### src/rtl/bmm150_ctrl.sv
// bmm150_ctrl: sequencer for the BMM150 SPI master.
// Powers the sensor up, checks the chip ID, programs normal mode, then reads
// registers 0x42..0x49 every SAMPLE_CYC cycles and publishes X/Y/Z/RHALL.
// Optional feature macro: BMM150_DRDY_CHECK_EN. When it is defined, a burst is
// published only if the DRDY bit (b6[0]) is set.
module bmm150_ctrl #(
    parameter int unsigned CLK_HZ      = 50_000_000,
    parameter int unsigned POWERUP_CYC = CLK_HZ / 1000 * 3,
    parameter int unsigned SAMPLE_CYC  = CLK_HZ / 10,
    parameter int unsigned TIMEOUT_CYC = CLK_HZ / 5000,
    parameter logic [2:0]  ODR         = 3'b000
) (
    input  logic        clk,
    input  logic        rst,
    input  logic        run,
    output logic        spi_enable,
    output logic        spi_start,
    output logic        spi_rw,
    output logic [6:0]  spi_reg_addr,
    output logic [7:0]  spi_tx_data,
    input  logic [7:0]  spi_rx_data,
    input  logic        spi_busy,
    input  logic        spi_done,
    output logic [12:0] mag_x,
    output logic [12:0] mag_y,
    output logic [14:0] mag_z,
    output logic [13:0] rhall,
    output logic        sample_valid,
    output logic        init_done,
    output logic        err,
    output logic [1:0]  err_code
);

    typedef enum logic [3:0] {
        StIdle, StPwrWr, StPwrWait, StIdRd, StModeWr, StRunWait, StBurst, StPublish, StError
    } state_e;

    typedef enum logic [1:0] {TxIdle, TxIssue, TxWaitDone, TxWaitIdle} tx_e;

    state_e      state_q, state_d;
    tx_e         tx_q, tx_d;
    logic [2:0]  idx_q, idx_d;
    logic        done_q;
    logic [31:0] pw_cnt_q, pw_cnt_d;
    logic [31:0] per_cnt_q, per_cnt_d;
    logic [31:0] to_cnt_q, to_cnt_d;
    logic        rw_q, rw_d;
    logic [6:0]  addr_q, addr_d;
    logic [7:0]  wdata_q, wdata_d;
    logic [7:0]  rx_q, rx_d;
    logic [7:0]  bytes_q [8];
    logic [7:0]  bytes_d [8];
    logic [12:0] mag_x_q, mag_x_d, mag_y_q, mag_y_d;
    logic [14:0] mag_z_q, mag_z_d;
    logic [13:0] rhall_q, rhall_d;
    logic        valid_q, valid_d;
    logic        init_q, init_d;
    logic        err_q, err_d;
    logic [1:0]  code_q, code_d;

    logic done_rise, tx_end, tx_state, drdy_ok;

    assign done_rise = spi_done && !done_q;
    assign tx_end    = (tx_q == TxWaitIdle) && !spi_busy;
    assign tx_state  = (state_q == StPwrWr) || (state_q == StIdRd) ||
                       (state_q == StModeWr) || (state_q == StBurst);

`ifdef BMM150_DRDY_CHECK_EN
    assign drdy_ok = bytes_q[6][0];
`else
    assign drdy_ok = 1'b1;
`endif

    // Status and fraction bits that never reach an output.
    logic unused_lsbs;
    assign unused_lsbs = ^{bytes_q[0][2:0], bytes_q[2][2:0], bytes_q[4][0], bytes_q[6][1:0]};

    // Next-state logic for the main FSM, the transaction sub-FSM and all counters.
    always_comb begin
        state_d   = state_q;
        tx_d      = tx_q;
        idx_d     = idx_q;
        pw_cnt_d  = 32'd0;
        per_cnt_d = (per_cnt_q != 32'd0) ? per_cnt_q - 32'd1 : 32'd0;
        to_cnt_d  = (tx_q == TxWaitDone) ? to_cnt_q + 32'd1 : 32'd0;
        rw_d      = rw_q;
        addr_d    = addr_q;
        wdata_d   = wdata_q;
        rx_d      = rx_q;
        bytes_d   = bytes_q;
        mag_x_d   = mag_x_q;
        mag_y_d   = mag_y_q;
        mag_z_d   = mag_z_q;
        rhall_d   = rhall_q;
        valid_d   = 1'b0;
        init_d    = init_q;
        err_d     = err_q;
        code_d    = code_q;

        // Transaction sub-FSM; only leaves TxIdle inside a state that owns an access.
        if (tx_state) begin
            unique case (tx_q)
                TxIdle: begin
                    tx_d = TxIssue;
                    case (state_q)
                        StPwrWr: begin
                            rw_d = 1'b0; addr_d = 7'h4B; wdata_d = 8'h01;
                        end
                        StIdRd: begin
                            rw_d = 1'b1; addr_d = 7'h40; wdata_d = 8'h00;
                        end
                        StModeWr: begin
                            rw_d = 1'b0; addr_d = 7'h4C; wdata_d = {2'b00, ODR, 3'b000};
                        end
                        default: begin
                            rw_d = 1'b1; addr_d = 7'h42 + {4'd0, idx_q}; wdata_d = 8'h00;
                        end
                    endcase
                end
                TxIssue:    if (!spi_busy) tx_d = TxWaitDone;
                TxWaitDone: begin
                    if (done_rise) begin
                        tx_d = TxWaitIdle;
                        rx_d = spi_rx_data;
                        if (state_q == StBurst) bytes_d[idx_q] = spi_rx_data;
                    end
                end
                TxWaitIdle: if (!spi_busy) tx_d = TxIdle;
            endcase
        end

        unique case (state_q)
            StIdle:    if (run) state_d = StPwrWr;
            StPwrWr:   if (tx_end) state_d = run ? StPwrWait : StIdle;
            StPwrWait: begin
                if (!run) begin
                    state_d = StIdle;
                end else if (pw_cnt_q + 32'd1 >= POWERUP_CYC) begin
                    state_d = StIdRd;
                end else begin
                    pw_cnt_d = pw_cnt_q + 32'd1;
                end
            end
            StIdRd: begin
                if (tx_end) begin
                    if (!run) begin
                        state_d = StIdle;
                    end else if (rx_q != 8'h32) begin
                        state_d = StError;
                        err_d   = 1'b1;
                        code_d  = 2'b01;
                    end else begin
                        state_d = StModeWr;
                    end
                end
            end
            StModeWr: begin
                if (tx_end) begin
                    state_d = run ? StRunWait : StIdle;
                    init_d  = 1'b1;
                end
            end
            StRunWait: begin
                if (!run) begin
                    state_d = StIdle;
                end else if (per_cnt_q == 32'd0) begin
                    state_d   = StBurst;
                    per_cnt_d = SAMPLE_CYC - 32'd1;
                    idx_d     = 3'd0;
                end
            end
            StBurst: begin
                if (tx_end) begin
                    if (!run) begin
                        state_d = StIdle;
                    end else if (idx_q == 3'd7) begin
                        state_d = StPublish;
                        if (drdy_ok) begin
                            valid_d = 1'b1;
                            mag_x_d = {bytes_q[1], bytes_q[0][7:3]};
                            mag_y_d = {bytes_q[3], bytes_q[2][7:3]};
                            mag_z_d = {bytes_q[5], bytes_q[4][7:1]};
                            rhall_d = {bytes_q[7], bytes_q[6][7:2]};
                        end
                    end else begin
                        // Chain straight into the next read without a setup cycle.
                        idx_d  = idx_q + 3'd1;
                        tx_d   = TxIssue;
                        addr_d = 7'h43 + {4'd0, idx_q};
                    end
                end
            end
            StPublish: state_d = run ? StRunWait : StIdle;
            StError:   if (!run) state_d = StIdle;
            default:   state_d = StIdle;
        endcase

        // Nothing issued yet, so a dropped run can abandon the access at once.
        if (tx_state && (tx_q == TxIdle) && !run) state_d = StIdle;

        if ((tx_q == TxWaitDone) && !done_rise && (to_cnt_q + 32'd1 >= TIMEOUT_CYC)) begin
            state_d = StError;
            err_d   = 1'b1;
            code_d  = 2'b10;
        end

        if (state_d == StIdle) begin
            init_d = 1'b0;
            err_d  = 1'b0;
            code_d = 2'b00;
        end

        if (state_d != state_q) tx_d = TxIdle;
    end

    // State and datapath registers with synchronous reset.
    always_ff @(posedge clk) begin
        if (rst) begin
            state_q   <= StIdle;
            tx_q      <= TxIdle;
            idx_q     <= 3'd0;
            done_q    <= 1'b0;
            pw_cnt_q  <= 32'd0;
            per_cnt_q <= 32'd0;
            to_cnt_q  <= 32'd0;
            rw_q      <= 1'b0;
            addr_q    <= 7'd0;
            wdata_q   <= 8'd0;
            rx_q      <= 8'd0;
            bytes_q   <= '{default: 8'd0};
            mag_x_q   <= 13'd0;
            mag_y_q   <= 13'd0;
            mag_z_q   <= 15'd0;
            rhall_q   <= 14'd0;
            valid_q   <= 1'b0;
            init_q    <= 1'b0;
            err_q     <= 1'b0;
            code_q    <= 2'b00;
        end else begin
            state_q   <= state_d;
            tx_q      <= tx_d;
            idx_q     <= idx_d;
            done_q    <= spi_done;
            pw_cnt_q  <= pw_cnt_d;
            per_cnt_q <= per_cnt_d;
            to_cnt_q  <= to_cnt_d;
            rw_q      <= rw_d;
            addr_q    <= addr_d;
            wdata_q   <= wdata_d;
            rx_q      <= rx_d;
            bytes_q   <= bytes_d;
            mag_x_q   <= mag_x_d;
            mag_y_q   <= mag_y_d;
            mag_z_q   <= mag_z_d;
            rhall_q   <= rhall_d;
            valid_q   <= valid_d;
            init_q    <= init_d;
            err_q     <= err_d;
            code_q    <= code_d;
        end
    end

    assign spi_enable   = (state_q != StIdle) && (state_q != StError);
    assign spi_start    = (tx_q == TxIssue) && !spi_busy;
    assign spi_rw       = rw_q;
    assign spi_reg_addr = addr_q;
    assign spi_tx_data  = wdata_q;
    assign mag_x        = mag_x_q;
    assign mag_y        = mag_y_q;
    assign mag_z        = mag_z_q;
    assign rhall        = rhall_q;
    assign sample_valid = valid_q;
    assign init_done    = init_q;
    assign err          = err_q;
    assign err_code     = code_q;

endmodule

### config.mk
export PLATFORM = sky130hd
export DESIGN_NAME = bmm150_ctrl
export DESIGN_NICKNAME = d
export VERILOG_FILES = /design/src/rtl/bmm150_ctrl.sv
export SDC_FILE = /design/constraint.sdc
export NUM_CORES = 1
export LEC_CHECK = 0
export ABC_AREA = 1
export CORE_UTILIZATION = 43
export DETAILED_ROUTE_END_ITERATION = 16
export GPL_ROUTABILITY_DRIVEN = 0
export PLACE_DENSITY = 0.61
export SETUP_SLACK_MARGIN = 0.4
export SYNTH_ARGS = -nofsm -noshare
export SYNTH_HDL_FRONTEND = slang
export SYNTH_SLANG_ARGS = --single-unit
### constraint.sdc
create_clock -name clk -period 4.2 [get_ports clk]
set_clock_uncertainty 0.15 [all_clocks]
set_input_delay 0.63 -clock clk [delete_from_list [all_inputs] [get_ports clk]]
set_output_delay 0.63 -clock clk [all_outputs]
set_load 0.005 [all_outputs]
# Yosys cells after proc, flatten, opt, wreduce, memory -nomap -nowiden
# Cells that the tools add are included.
[classes]
eq_ne = 20
n_lt_le_gt_ge = 4
n_reduce_logical = 42
add_sub_neg = 6
mux = 61
n_bitwise = 6
[ops]
columns = ["op", "count"]
rows = [
  ["$mux 32", 4],
  ["$add 32x1->32 const B", 2],
  ["$bwmux 64", 1],
  ["$mux 4", 16],
  ["$mux 7", 6],
  ["$pmux 4 s9", 1],
  ["$ge 32x14->1 const B", 1],
  ["$ge 32x18->1 const B", 1],
  ["$logic_not 32->1", 1],
  ["$reduce_bool 32->1", 1],
  ["$sub 32x1->32 const B", 1],
  ["$mux 2", 14],
  ["$demux 8 s3", 1],
  ["$pmux 7 s3", 1],
  ["$mux 3", 6],
  ["$eq 4x3->1 const B", 4],
  ["$reduce_and 4->1", 4],
  ["$add 7x3->7 const A", 2],
  ["$ne 2x2->1 const B", 5],
  ["$reduce_bool 2->1", 5],
  ["$logic_and 1x1->1", 9],
  ["$eq 4x2->1 const B", 2],
  ["$logic_not 4->1", 2],
  ["$mux 1", 8],
  ["26 further kinds", 41],
]
[totals]
output_inout_bits = 78
inputBits = 13
reg_bits = 254
wordCells = 167

# Longest topological paths before layout
[depth]
ltp_word = 10
ltp_mapped = 22
ltp_nobuf = 22

# Worst setup path after synthesis
# No wires, ideal clock.
[synth_path]
path_type = "register to register"
startpoint = "register to_cnt_q[0]"
endpoint = "register code_q[1], in the netlist err_code[1]"
setup_slack_ps = 1812
setup_time_ps = 118
arrival_time_ps = 2120
t_required_ps = 3932
period_less_slack_ps = 2388
path_buffers = 0
stages_incl_launch_ff = 19
path_cell_list = "dfxtp_1 > ha_1 > nand2_2 > nor2_4 > nand2_2 > nor2_4 > nand3_1 > nand2_1 > nand3_1 > nor2_1 > nand2_1 > nor2_1 > nand2_2 > nand2_2 > nand2_1 > clkinv_1 > nand3_2 > a21oi_2 > nor2_1"
[synth_via]
elab_chain_len = 6
elab_cells_between_ends = 12
cone_classes = "1 x add/sub; 1 x order compare; 2 x mux; 8 x reduce/logical"
[synth_lines]
columns = ["item", "line", "source"]
rows = [
  ["start: declaration", "46", "logic [31:0] to_cnt_q, to_cnt_d;"],
  ["start signal: assignment", "246", "to_cnt_q <= to_cnt_d;"],
  ["$add 32x1->32 (*)", "201", "if ((tx_q == TxWaitDone) && !done_rise && (to_cnt_q + 32'd1 >= TIMEOUT_CYC)) begin"],
  ["$ge 32x14->1 (*)", "201", ""],
  ["$logic_and 1x1->1 (*)", "201", ""],
  ["$mux 4", "201", ""],
  ["$logic_not 4->1", "207", "if (state_d == StIdle) begin"],
  ["$reduce_or 2->1 (no line)", "n/a", ""],
  ["end signal: assignment", "259", "code_q <= code_d;"],
  ["end: declaration", "59", "logic [1:0] code_q, code_d;"],
]
# Every way passes the cells marked *; elsewhere a longest branch is shown, timed or not.
# A chain may end at the register's enable or synchronous reset.

# Worst setup path after layout
[layout_path]
startpoint = "register pw_cnt_q[0]"
endpoint = "register pw_cnt_q[2]"
[layout_via]
elab_chain_len = 3
[layout_lines]
columns = ["item", "line", "source"]
rows = [
  ["start: declaration", "44", "logic [31:0] pw_cnt_q, pw_cnt_d;"],
  ["start signal: assignment", "244", "pw_cnt_q <= pw_cnt_d;"],
  ["$add 32x1->32 (*)", "138, 141", ""],
  ["$ge 32x18->1", "138", "end else if (pw_cnt_q + 32'd1 >= POWERUP_CYC) begin"],
  ["$reduce_or 4->1 (no line)", "n/a", ""],
]
# Marked as above.

==> results.toml <==
[worst_setup_path]
cp-start-kind = "flop"
worstRegToRegCells = 15
end_kind = "flop"
max_stage_delay_ps = 480
critPathSlowestCell = "nand4_2"
path_delay_family = "simple AND/OR/NAND/NOR gates"
crit_buf_inv = 2
cp.arrival_ps = 3210
crit_fanout = 18
worstPathRequired_ps = 4500
path_cells = "ha_1 > nand3_2 > nor2_4 > inv_1 > nor2_1 > nand2_1 > nand2_1 > nand2_1 > inv_1 > nand2_1 > nor2_1 > nand2_1 > nor2_1 > nand4_2 > nor3b_1"
path_class = "reg -> reg"
cp_common_cell = "nand2_1"
worstSetupPathDepth = 15

[global_routing]
grt_usage_pct = 19.3
grt_first_pass_wirelength_um = 41300
grt_pass1_vias = 8531
grt-ovfl-total = 0
grt_max_degree = 120
antenna_found_initial = 0

[logic_synthesis]
synth_cells = 1507
ys_types = 46
synthArstFlopShare_pct = 0
synth_edf_count = 0
synth.cell_area_mm2 = 0.0107
netlist_top_cells_area = "dfxtp_1 (44%), nand2_1 (9.1%), nor2_1 (8.0%)"
seq_area_frac_synth_pct = 44.3
synth_top_area_share_pct = 44.3
dominantRegCellSynth = "dfxtp_1"
syn_avg_cell_area_um2 = 7.13
synthTopCellsByCount = "nand2_1 (262), dfxtp_1 (238), nor2_1 (228)"
synth_top_area_cell = "dfxtp_1"
synth.ff_latch_count = 238
synth_most_common_cell = "nand2_1"
yosys_warnings = 0

[clock_tree]
clock-sinks = 238
postCtsSetupRepairBufs = 0
numCtsBuffers = 26
cts-root-buf = "clkbuf_16"
cts_max_level = 1
clock_latency_ps = 530
hold_buffers = 0
path_clk_slew_ps = 60
cts_buffer_depth = 3
cts_tree = "yes"
cts_resized = 0

[timing]
final-hold-violation-count = 0
setup_viol = 0
rsz0062_at_grt = "no"
fin_ws_ps = 1290
finalHoldWorstSlack_ps = 297
period_needed_ps = 2910
worst_slew_pin_slew_ps = 1010
slew_headroom_pct = 32.4
maxSlewViolCount = 0
fmax_ghz = 0.344
finalSetupTns_ps = 0
finalCritPeriodShare_pct = 69.3

[drt]
drc = 0
vias = 9287
viasPerCell = 4.80
firstDrtPassIters = 7
wl_um = 25000
routedWlPerCell_um = 12.9
drtAntennaViolNets = 0
drtIter0Drc = 573

[pwr]
irDropWorstVdd_v = 0.000259
p_per_area_mw_per_mm2 = 440
power_w = 0.00561
p_leak_nw = 4.98

[finish]
multi_input_area_mm2 = 0.00509
drive_gt1_share_pct = 6.51
area_delta_synth_final_pct = 18.6
nets = 1618
seq_area_mm2 = 0.00476
diodes = 0
fillers = 2444

[floorplan]
die_h_um = 160
initial_core_util_pct = 44.1
ios = 91
rows = 57
die_w_um = 160
core_area_mm2 = 0.0244
dieArea_mm2 = 0.0256

[worst_hold_path]
worstHoldPathCells = 2
hold_path_class = "reg -> reg"

[placed_design]
port_buffers = 83
place_ws_ps = 1040
hpwl_um = 17600

[outcome]
outcome = "finished, final reports clean"

[flow_run]
drv_cap = 0
==> sequential cells by signal, indices dropped and copies added (netlist names), 2 cells and up <==
name,count
mag_x,13
rhall,14
mag_y,13
idx_q,3
pw_cnt_q,32
tx_q,2
to_cnt_q,32
spi_reg_addr,7
rx_q,8
bytes_q,55
mag_z,15
state_q,4
err_code,2
per_cnt_q,32
==> placed cells by master, fill, tap and decap left out, drive strengths merged <==
| cell | Yosys | routed |
|---|---|---|
| a22oi | 1 | 1 |
| clkinv | 5 | 14 |
| a41oi | 1 | 1 |
| a21o | 1 | 1 |
| a21oi | 149 | 149 |
| a211oi | 4 | 4 |
| or2 | 2 | 2 |
| and3 | 1 | 1 |
| nor3 | 26 | 26 |
| clkbuf | 38 | 36 |
| o221ai | 1 | 1 |
| o31ai | 2 | 2 |
| bufinv | 0 | 2 |
| o2111ai | 1 | 1 |
| o21bai | 4 | 4 |
| nor2 | 252 | 252 |
| nor4 | 7 | 7 |
| o22ai | 2 | 2 |
| dfxtp | 238 | 238 |
| ha | 12 | 12 |
| xor2 | 16 | 16 |
| inv | 196 | 196 |
| clkdlybuf4s50 | 0 | 83 |
| buf | 12 | 5 |
| xnor2 | 16 | 16 |
| conb | 1 | 21 |
| nand4 | 20 | 20 |
| o21ai | 152 | 152 |
| nand3 | 52 | 52 |
| nand2 | 277 | 277 |
| nor3b | 4 | 4 |
| nand3b | 14 | 14 |
==> path summary, 6_finish.rpt <==
kind | from | to | slack [ps]
max | pw_cnt_q[0] | pw_cnt_q[2] | 1290
min | spi_reg_addr[4] | spi_reg_addr[4] | 300
max reg2reg | pw_cnt_q[0] | pw_cnt_q[2] | 1290
min reg2reg | spi_reg_addr[4] | spi_reg_addr[4] | 300
==> final cells by class <==
type	instances	share of cell area [%]
Clock buffer	36	5.87
Sequential cell	238	37.4
Timing Repair Buffer	88	6.81
Inverter	201	5.92
Clock inverter	11	0.942
Multi-Input combinational cell	1038	39.9
Tap cell	324	3.18
==> per-stage QoR <==
stage | cell area [µm²] | cells | util (%)
finish | 12800 | 1936 | 52.3
detailed placement | 11900 | 1889 | 48.7
CTS | 12800 | 1936 | 52.3
global placement | 11900 | 1889 | 48.7
floorplan | 10800 | 1527 | -
global route | 12800 | 1936 | 52.3
==> kinds of logic (layout without fill, tap and decap cells) <==
kind of cell / Yosys count / in the layout / synth area share, %
flip-flops: 238 / 238 / 44.3
other: 1 / 21 / 0.0349
AO/OA/AOI/OAI: 318 / 318 / 15.3
buffers and inverters: 251 / 336 / 9.07
adder cells (fa/ha/maj): 12 / 12 / 1.40
XOR/XNOR: 32 / 32 / 2.68
AND/OR/NAND/NOR: 655 / 655 / 27.2
==> power breakdown <==
group          total, W  switching, W  internal [W]
Combinational  0.000814      0.000495      0.000320
Sequential      0.00251      0.000118       0.00239
Clock           0.00229      0.000926       0.00137
==> worst register-to-register path, stage by stage (launching register included) <==
cell and delay [ps]:
dfxtp_1 370, ha_1 210, nand3_2 180, nor2_4 190
inv_1 80, nor2_1 210, nand2_1 80, nand2_1 60
nand2_1 50, inv_1 40, nand2_1 40, nor2_1 100
nand2_1 60, nor2_1 160, nand4_2 480, nor3b_1 340
==> metal layers <==
metal / track usage (%) / routed length [µm]
met4: 4.68 / 344
met2: 31.7 / 11400
met3: 3.43 / 1190
met5: 0 / 0
met1: 26.2 / 12100
(Power assumes the default switching activity.)
